==> src/rtl/hypercorex_inst_pkg.sv <==
`default_nettype none
// ============================================================================
//  Module      : hypercorex_inst_pkg
//  Description : Shared types and constants for the instruction fetch stage.
//                - fetch_state_e : sequencer state encoding (IDLE/RUN/DONE)
//                - InstNop       : all-zero word driven to the decoder when no
//                                  instruction is valid
//  Revision    : 1.0 - initial release
// ============================================================================
package hypercorex_inst_pkg;

  // Sequencer states, explicitly encoded on two bits.
  typedef enum logic [1:0] {
    IDLE = 2'd0,
    RUN  = 2'd1,
    DONE = 2'd2
  } fetch_state_e;

  // Widest instruction word the NOP constant covers; users slice it down.
  localparam int unsigned MaxInstWidth = 64;

  // Decoder treats an all-zero word as a no-operation.
  localparam logic [MaxInstWidth-1:0] InstNop = '0;

endpackage : hypercorex_inst_pkg
`default_nettype wire

==> src/rtl/inst_fetch_mem.sv <==
`default_nettype none
// ============================================================================
//  Module      : inst_fetch_mem
//  Description : Flop-based program memory. One synchronous write port and
//                one combinational read port. Contents are not reset.
//  Ports       : clk        - clock
//                i_wr_en    - write strobe
//                i_wr_addr  - write address
//                i_wr_data  - write data
//                i_rd_addr  - read address
//                o_rd_data  - read data (combinational)
//  Revision    : 1.0 - initial release
// ============================================================================
module inst_fetch_mem
  import hypercorex_inst_pkg::*;
#(
  parameter int unsigned INST_WIDTH = 32,
  parameter int unsigned INST_DEPTH = 64,
  parameter int unsigned ADDR_WIDTH = $clog2(INST_DEPTH)
) (
  input  logic                  clk,
  input  logic                  i_wr_en,
  input  logic [ADDR_WIDTH-1:0] i_wr_addr,
  input  logic [INST_WIDTH-1:0] i_wr_data,
  input  logic [ADDR_WIDTH-1:0] i_rd_addr,
  output logic [INST_WIDTH-1:0] o_rd_data
);

  logic [INST_WIDTH-1:0] r_mem [INST_DEPTH];

  // No reset on the array: program contents survive a reset.
  always_ff @(posedge clk) begin
    if (i_wr_en) begin
      r_mem[i_wr_addr] <= i_wr_data;
    end
  end

  assign o_rd_data = r_mem[i_rd_addr];

endmodule : inst_fetch_mem
`default_nettype wire

==> src/rtl/inst_fetch_ctrl.sv <==
`default_nettype none
// ============================================================================
//  Module      : inst_fetch_ctrl
//  Description : Instruction fetch / sequencer stage. Holds the program
//                memory, runs the PC with a single hardware loop region and
//                presents one instruction per cycle to the decoder.
//                Optional single-step mode is built when INST_FETCH_STEP_EN
//                is defined (adds step_mode_i / step_i).
//  Ports       : clk_i, rst_i        - clock, async active-high reset
//                prog_wr_*_i         - program memory write port (IDLE only)
//                cfg_*_i             - program end / loop config, latched on
//                                      start
//                start_i, stop_i     - run control pulses
//                stall_i             - downstream back-pressure
//                step_mode_i, step_i - single-step control (optional)
//                inst_code_o         - instruction to decoder (NOP if invalid)
//                inst_valid_o        - inst_code_o is live
//                pc_o                - current PC
//                busy_o              - sequencer is running
//                done_o              - one-cycle pulse on normal completion
//  Revision    : 1.0 - initial release
// ============================================================================
module inst_fetch_ctrl
  import hypercorex_inst_pkg::*;
#(
  parameter int unsigned INST_WIDTH     = 32,
  parameter int unsigned INST_DEPTH     = 64,
  parameter int unsigned LOOP_CNT_WIDTH = 16,
  parameter int unsigned ADDR_WIDTH     = $clog2(INST_DEPTH)
) (
  input  logic                      clk_i,
  input  logic                      rst_i,
  input  logic                      prog_wr_en_i,
  input  logic [ADDR_WIDTH-1:0]     prog_wr_addr_i,
  input  logic [INST_WIDTH-1:0]     prog_wr_data_i,
  input  logic [ADDR_WIDTH-1:0]     cfg_prog_end_i,
  input  logic [ADDR_WIDTH-1:0]     cfg_loop_start_i,
  input  logic [ADDR_WIDTH-1:0]     cfg_loop_end_i,
  input  logic [LOOP_CNT_WIDTH-1:0] cfg_loop_count_i,
  input  logic                      start_i,
  input  logic                      stop_i,
  input  logic                      stall_i,
`ifdef INST_FETCH_STEP_EN
  input  logic                      step_mode_i,
  input  logic                      step_i,
`endif
  output logic [INST_WIDTH-1:0]     inst_code_o,
  output logic                      inst_valid_o,
  output logic [ADDR_WIDTH-1:0]     pc_o,
  output logic                      busy_o,
  output logic                      done_o
);

  // --------------------------------------------------------------------------
  // Declarations
  // --------------------------------------------------------------------------
  fetch_state_e              r_state;
  fetch_state_e              w_state_next;

  logic [ADDR_WIDTH-1:0]     r_pc;
  logic [ADDR_WIDTH-1:0]     w_pc_next;
  logic [LOOP_CNT_WIDTH-1:0] r_iter;
  logic [LOOP_CNT_WIDTH-1:0] w_iter_next;

  logic [ADDR_WIDTH-1:0]     r_prog_end;
  logic [ADDR_WIDTH-1:0]     r_loop_start;
  logic [ADDR_WIDTH-1:0]     r_loop_end;
  logic [LOOP_CNT_WIDTH-1:0] r_loop_count;

  logic                      w_start_ok;
  logic                      w_step_ok;
  logic                      w_valid;
  logic                      w_consume;
  logic                      w_loop_ok;
  logic                      w_loop_back;
  logic [LOOP_CNT_WIDTH:0]   w_iter_inc;
  logic                      w_mem_we;
  logic [INST_WIDTH-1:0]     w_mem_rd;

  // --------------------------------------------------------------------------
  // Program memory
  // --------------------------------------------------------------------------
  // Writes are only honoured while idle so a running program is never
  // modified underneath the PC.
  assign w_mem_we = prog_wr_en_i && (r_state == IDLE);

  inst_fetch_mem #(
    .INST_WIDTH (INST_WIDTH),
    .INST_DEPTH (INST_DEPTH),
    .ADDR_WIDTH (ADDR_WIDTH)
  ) u_inst_fetch_mem (
    .clk       (clk_i),
    .i_wr_en   (w_mem_we),
    .i_wr_addr (prog_wr_addr_i),
    .i_wr_data (prog_wr_data_i),
    .i_rd_addr (r_pc),
    .o_rd_data (w_mem_rd)
  );

  // --------------------------------------------------------------------------
  // Step gating
  // --------------------------------------------------------------------------
`ifdef INST_FETCH_STEP_EN
  // In step mode an instruction is only offered in the cycle of a step pulse.
  assign w_step_ok = !step_mode_i || step_i;
`else
  assign w_step_ok = 1'b1;
`endif

  // Stop has priority over a simultaneous start.
  assign w_start_ok = start_i && !stop_i;

  assign w_valid   = (r_state == RUN) && w_step_ok;
  assign w_consume = w_valid && !stall_i;

  // --------------------------------------------------------------------------
  // Loop decision
  // --------------------------------------------------------------------------
  // A loop region that is inverted or extends past the program end is treated
  // as absent. The extra counter bit keeps iter+1 from wrapping at the
  // maximum loop count.
  assign w_loop_ok   = (r_loop_end >= r_loop_start) && (r_loop_end <= r_prog_end);
  assign w_iter_inc  = {1'b0, r_iter} + (LOOP_CNT_WIDTH+1)'(1);
  assign w_loop_back = w_loop_ok && (r_pc == r_loop_end) &&
                       (w_iter_inc < {1'b0, r_loop_count});

  // --------------------------------------------------------------------------
  // FSM: state register (also carries PC, iteration counter and config)
  // --------------------------------------------------------------------------
  always_ff @(posedge clk_i or posedge rst_i) begin
    if (rst_i) begin
      r_state      <= IDLE;
      r_pc         <= '0;
      r_iter       <= '0;
      r_prog_end   <= '0;
      r_loop_start <= '0;
      r_loop_end   <= '0;
      r_loop_count <= '0;
    end else begin
      r_state <= w_state_next;
      r_pc    <= w_pc_next;
      r_iter  <= w_iter_next;
      if ((r_state == IDLE) && w_start_ok) begin
        r_prog_end   <= cfg_prog_end_i;
        r_loop_start <= cfg_loop_start_i;
        r_loop_end   <= cfg_loop_end_i;
        r_loop_count <= cfg_loop_count_i;
      end
    end
  end

  // --------------------------------------------------------------------------
  // FSM: next-state logic
  // --------------------------------------------------------------------------
  always_comb begin
    w_state_next = r_state;
    w_pc_next    = r_pc;
    w_iter_next  = r_iter;

    case (r_state)
      IDLE: begin
        if (w_start_ok) begin
          w_state_next = RUN;
          w_pc_next    = '0;
          w_iter_next  = '0;
        end
      end

      RUN: begin
        if (stop_i) begin
          // Abort: the PC is discarded regardless of any consume this cycle.
          w_state_next = IDLE;
          w_pc_next    = '0;
          w_iter_next  = '0;
        end else if (w_consume) begin
          if (w_loop_back) begin
            // Loop-back beats program end when both sit on the same address.
            w_pc_next   = r_loop_start;
            w_iter_next = w_iter_inc[LOOP_CNT_WIDTH-1:0];
          end else if (r_pc == r_prog_end) begin
            w_state_next = DONE;
            w_iter_next  = '0;
          end else begin
            w_pc_next = r_pc + ADDR_WIDTH'(1);
            if (r_pc == r_loop_end) begin
              w_iter_next = '0;
            end
          end
        end
      end

      DONE: begin
        w_state_next = IDLE;
      end

      default: begin
        w_state_next = IDLE;
      end
    endcase
  end

  // --------------------------------------------------------------------------
  // FSM: output logic
  // --------------------------------------------------------------------------
  always_comb begin
    inst_valid_o = w_valid;
    busy_o       = (r_state == RUN);
    done_o       = (r_state == DONE);
    inst_code_o  = w_valid ? w_mem_rd : InstNop[INST_WIDTH-1:0];
  end

  assign pc_o = r_pc;

endmodule : inst_fetch_ctrl
`default_nettype wire

==> config.mk <==
export PLATFORM = sky130hd
export DESIGN_NAME = inst_fetch_ctrl
export DESIGN_NICKNAME = d
export VERILOG_FILES = /design/src/rtl/hypercorex_inst_pkg.sv /design/src/rtl/inst_fetch_mem.sv /design/src/rtl/inst_fetch_ctrl.sv
export SDC_FILE = /design/constraint.sdc
export NUM_CORES = 2
export LEC_CHECK = 0
export ABC_AREA = 1
export CELL_PAD_IN_SITES_DETAIL_PLACEMENT = 1
export CELL_PAD_IN_SITES_GLOBAL_PLACEMENT = 1
export CORE_MARGIN = 1.5
export CORE_UTILIZATION = 45
export DETAILED_ROUTE_END_ITERATION = 6
export GPL_ROUTABILITY_DRIVEN = 0
export PLACE_DENSITY = 0.81
export SLEW_MARGIN = 10
export SYNTH_ARGS = -nofsm -noshare
export SYNTH_HDL_FRONTEND = slang
export SYNTH_SLANG_ARGS = --single-unit
==> constraint.sdc <==
create_clock -name clk_i -period 4.95 [get_ports clk_i]
set_input_delay 0.495 -clock clk_i [delete_from_list [all_inputs] [get_ports clk_i]]
set_output_delay 0.495 -clock clk_i [all_outputs]
set_load 0.03 [all_outputs]
### Word level (Yosys, flattened, before mapping)

Memories as Yosys holds them, arrays and structs flattened.
Cells that the tools add are included.

| storage, ports and cells | value |
|---|---|
| memory bits (writable) | 2048 |
| output and inout bits | 41 |
| word-level logic and storage cells | 59 |
| memories kept | 1 |
| bits of input ports | 78 |
| register bits | 58 |

| operators by class | value |
|---|---|
| muxes and demuxes | 22 |
| equality and inequality tests | 10 |
| reduce and logical (&&, ||, !) cells | 14 |
| $add $sub $neg | 2 |
| $lt $le $gt $ge | 3 |

Memories:

| memory | words | bits a word | rd ports | clocked after Yosys merged registers in | wr ports | RTL line | RTL |
|---|---|---|---|---|---|---|---|
| u_inst_fetch_mem.r_mem | 64 | 32 | 1 | 0 | 1 | inst_fetch_mem.sv:29 | `logic [INST_WIDTH-1:0] r_mem [INST_DEPTH];` |

Operators by type and width:

| cell | count |
|---|---|
| 2-to-1 mux 16 bit | 6 |
| 2-to-1 mux 32 bit | 1 |
| one-hot mux 16 bit (2 select lines) | 1 |
| 2-to-1 mux 6 bit | 5 |
| adder 16 x 1 -> 17 bit (second input constant) | 1 |
| < comparator 17 x 16 -> 1 bit | 1 |
| == test 6 bit | 2 |
| one-hot mux 6 bit (2 select lines) | 1 |
| AND reduction 4 bit | 3 |
| 2-to-1 mux 2 bit | 5 |
| logical AND 1 bit | 7 |
| adder 6 x 1 -> 6 bit (second input constant) | 1 |
| >= comparator 6 bit | 1 |
| <= comparator 6 bit | 1 |
| != test 3 x 2 -> 1 bit (second input constant) | 2 |
| != test 5 x 2 -> 1 bit (second input constant) | 1 |
| != test 4 bit (second input constant) | 1 |
| one-hot mux 2 bit (2 select lines) | 1 |
| != test 3 bit (second input constant) | 1 |
| == test 2 x 1 -> 1 bit (second input constant) | 1 |
| == test 2 bit (second input constant) | 1 |
| zero test 1 bit | 2 |
| zero test 2 bit | 1 |
| 2-to-1 mux 1 bit | 2 |
| other kinds (2) | 2 |

### Longest topological paths before layout

| logic depth | value |
|---|---|
| depth in word-level cells | 8 |
| depth in mapped cells | 20 |
| mapped depth without buffers | 20 |

### Cells and area by module

A second synthesis with hierarchy kept.

| unflattened totals | value |
|---|---|
| cell total of the unflattened synthesis | 7287 |
| area total of the unflattened synthesis | 86086.3 µm² |

By module, submodules not included:

| module | seq. area each (µm²) | times used | cells an instance | area an instance (µm²) |
|---|---|---|---|---|
| inst_fetch_mem | 61499.0 | 1 | 6737 | 82097.5 |
| inst_fetch_ctrl | 1451.4 | 1 | 550 | 3988.8 |

### Worst setup path after synthesis

No wires, ideal clock.

| timing path | value |
|---|---|
| kind | reg-to-reg |
| start point | register r_state[1] |
| end point | memory u_inst_fetch_mem.r_mem[0][0], enable pin |
| arrival | 2623 ps |
| setup time | 421 ps |
| period minus slack after synthesis | 3044 ps |
| data required time | 4529 ps |
| path buffers | 0 |
| path slack | 1906 ps |
| stages on the path, launching flop included | 6 |
| cell sequence | dfrtp_1 -> nor2_1 -> inv_1 -> nor2_1 -> nand4_1 -> nor2_1 |

| between the ends | value |
|---|---|
| longest elaborated chain between the ends | 4 |

Ends and longest elaborated chain:

| what | RTL line | RTL |
|---|---|---|
| start, declared | inst_fetch_ctrl.sv:57 | `fetch_state_e r_state;` |
| start signal, assigned | inst_fetch_ctrl.sv:140 | `r_state <= w_state_next;` |
| zero test 2 bit | inst_fetch_ctrl.sv:85 | `assign w_mem_we = prog_wr_en_i && (r_state == IDLE);` |
| logical AND 1 bit | inst_fetch_ctrl.sv:85 |  |
| 2-to-1 mux 1 bit | inst_fetch_mem.sv:33 | `if (i_wr_en) begin` |
| 2-to-1 mux 1 bit (not written as such) | inst_fetch_mem.sv:34 | `r_mem[i_wr_addr] <= i_wr_data;` |
| end, declared | inst_fetch_mem.sv:29 |  |

No other way between the ends.

### Worst setup path in the final report

| timing path | value |
|---|---|
| start point | register r_pc[1], in the netlist pc_o[1] |
| end point | output inst_code_o[18] |

| between the ends | value |
|---|---|
| longest elaborated chain between the ends | 2 |

Ends and longest elaborated chain:

| what | RTL line | RTL |
|---|---|---|
| start, declared | inst_fetch_ctrl.sv:60 | `logic [ADDR_WIDTH-1:0] r_pc;` |
| start signal, assigned | inst_fetch_ctrl.sv:141 | `r_pc <= w_pc_next;` |
| memory (64 x 32 bit) | - |  |
| 2-to-1 mux 32 bit | inst_fetch_ctrl.sv:209 | `inst_code_o = w_valid ? w_mem_rd : InstNop[INST_WIDTH-1:0];` |
| end, declared | inst_fetch_ctrl.sv:47 | `output logic [INST_WIDTH-1:0] inst_code_o,` |

No other way between the ends.

==> impl_metrics.json <==
{
  "synth_top_area_cell": "edfxtp_1",
  "die_area_um2": 190300,
  "wl_per_cell_um": 30.04,
  "antenna_left": 0,
  "cts_resized": 0,
  "ys_seq_area_frac": 0.7454,
  "cp_cell_sequence": "buf_12 -> o21ai_0 -> o22ai_1 -> nor2_1 -> o21ai_1 -> a21oi_1 -> nor2_1 -> buf_12",
  "slowest_delay_ns": 0.61,
  "wl_met2_mm": 138.3,
  "cts_root_buffer": "clkbuf_16",
  "ys_async_sr_fraction": 0.02754,
  "drive_gt1_frac": 0.09150,
  "drt_iter0_markers": 7943,
  "ys_warn_count": 0,
  "synth_cells": 6641,
  "place.port_buffers": 118,
  "violations": "negative setup slack",
  "maxSlewHeadroom": 0.1150,
  "antenna_found_initial": 18,
  "grt_pass1_wl_mm": 409.7,
  "yosysUniqueCellTypes": 43,
  "synth-seq-cells": 2106,
  "worst_slew_pin_slew_ns": 1.327,
  "finClkSkew_ns": 0.01957,
  "grt_use_total": 0.2887,
  "period_share": 1.036,
  "drc": 0,
  "finalPower_w": 0.04670,
  "synth_area_um2": 84460,
  "fin_setup_tns_ns": -0.2194,
  "numCtsBuffers": 203,
  "fin_crit_ns": 5.127,
  "crit_type": "flop to primary output",
  "clk_pin_slew_ns": 0.06,
  "die_x_um": 436.2,
  "drt_pre_antenna_iters": 6,
  "die_y_um": 436.2,
  "p_per_area_nw_per_um2": 489.2,
  "clock_latency_ns": 0.85,
  "max_clock_freq_mhz": 195.0,
  "cts_tree": "done",
  "layout.nets": 6815,
  "critPathMaxFanout": 201,
  "irDropWorstVdd_mv": 0.3026,
  "min-delay-path-class": "input pin to flop",
  "vias": 59700,
  "finalSetupViolCount": 2,
  "synth_edf_count": 2048,
  "holdWs_ns": 0.08067,
  "syn_nets": 6748,
  "start_kind": "flop",
  "synthFlopType": "edfxtp_1",
  "cts.sinks": 2106,
  "synth_top_area_frac": 0.7282,
  "postCtsSetupBuffers": 0,
  "fillerInstances": 18460,
  "maxSlewViolCount": 0,
  "syn2layout_area_growth_pct": 13.04,
  "maxCapViolCount": 0,
  "rows": 158,
  "routed.top_layer": "met5",
  "avgViaCountPerCell": 6.377,
  "worstPathRequired_ns": 4.45,
  "status": "finished, violations left",
  "final_hold_viol_count": 0,
  "dpl.hpwl_mm": 150.6,
  "p_leak_nw": 31.88,
  "final_util": 0.5132,
  "crit_arrival_ns": 4.63,
  "io_pins": 119,
  "cts_max_level": 4,
  "end_kind": "primary output",
  "fin_ws_ns": -0.1769,
  "wl_met1_mm": 102.2,
  "crit_slowest_cell": "nor2_1",
  "hold_buffers": 0,
  "syn_avg_cell_area_um2": 12.72,
  "synthTopCellsByArea": "edfxtp_1 73%, o21ai_0 5.9%, nor2_1 5.3%",
  "met3_wirelength_mm": 24.60,
  "cts_buffer_depth": 3,
  "start_util": 0.4540,
  "gr-total-overflow": 0,
  "core-area_um2": 186000,
  "finalWirelength_mm": 281.2,
  "grt_pass1_vias": 62670,
  "synthTopCellsByCount": "2,048 x edfxtp_1, 1,185 x nor2_1, 997 x o21ai_0",
  "synth_most_common_cell": "edfxtp_1",
  "grt_max_degree": 202
}
## power breakdown
group	internal [W]	switching (W)
Clock	0.00831	0.00677
Combinational	0.00340	0.00826
Sequential	0.0198	0.000175
## cell usage in the layout (no fill, tap or decap), drive strengths merged, types with 58 or more instances in the layout
cell	instances
o22ai	415
nand3	377
dfrtp	58
o221ai	83
clkbuf	266
inv	83
buf	270
clkinv	90
edfxtp	2048
o21ai	1060
a21oi	68
nor2	1190
nand2	716
## metrics by stage
stage	setup slack, ns	cell area [um^2]	std cells
2_1_floorplan	1.906	84460	6641
3_3_place_gp	1.202	89140	8982
4_1_cts	0.07608	95410	9353
5_1_grt	-0.0007336	95460	9357
6_report	-0.1769	95470	9362
3_5_place_dp	1.107	89140	8982
## cells by family after synthesis
kind of cell,count (synthesis),synth area share
adder cells (fa/ha/maj),29,0.004296
flip-flops,2106,0.7454
AO/OA/AOI/OAI,1645,0.1079
XOR/XNOR,14,0.001452
buffers and inverters,542,0.03187
AND/OR/NAND/NOR,2302,0.1088
multiplexers,3,0.0003852
## flip-flops by register name, indices dropped and copies added (netlist names)
| register | count |
|---|---|
| r_prog_end | 6 |
| r_loop_count | 16 |
| r_loop_start | 6 |
| r_state | 2 |
| pc_o | 6 |
| r_iter | 16 |
| u_inst_fetch_mem.r_mem | 2048 |
| r_loop_end | 6 |
## worst max-delay path: cells and delay by family (launching register included)
family / cells / cell delay [ns]
compound gates: 4 / 1.37
flops: 1 / 0.53
simple gates: 2 / 0.70
buf+inv: 2 / 0.67
## per-layer routing
| layer | global-route usage | vias to the layer above |
|---|---|---|
| met5 | 0 | - |
| met2 | 0.4858 | 3745 |
| li1 | - | 24550 |
| met3 | 0.04430 | 909 |
| met1 | 0.3582 | 30490 |
| met4 | 0.1571 | 10 |
## worst paths after layout
kind / start / slack [ns] / endpoint / cells after the start
worst min register to register: r_loop_count[0] / 0.51 / r_loop_count[0] / 1
worst max register to register: r_iter[0] / 1.19 / r_iter[10] / 16
worst max-delay path: pc_o[1] / -0.18 / inst_code_o[18] / 8
worst min-delay path: prog_wr_data_i[6] / 0.08 / u_inst_fetch_mem.r_mem[57][6] / 1
max in group asynchronous: rst_i / 4.10 / pc_o[3] / 3
min in group asynchronous: rst_i / 0.20 / r_prog_end[4] / 3
## area by class of cell
cell class                      count  area [um^2]  area share
Inverter                           80        329.1    0.003447
Clock buffer                      266         5539     0.05802
Multi-Input combinational cell   3993        19300      0.2022
Clock inverter                    105        737.0    0.007719
Timing Repair Buffer              324         3472     0.03637
Tap cell                         2480         3103     0.03250
Antenna cell                        8        20.02   0.0002097
Sequential cell                  2106        62970      0.6596
Power figures use the tool's default switching activity.
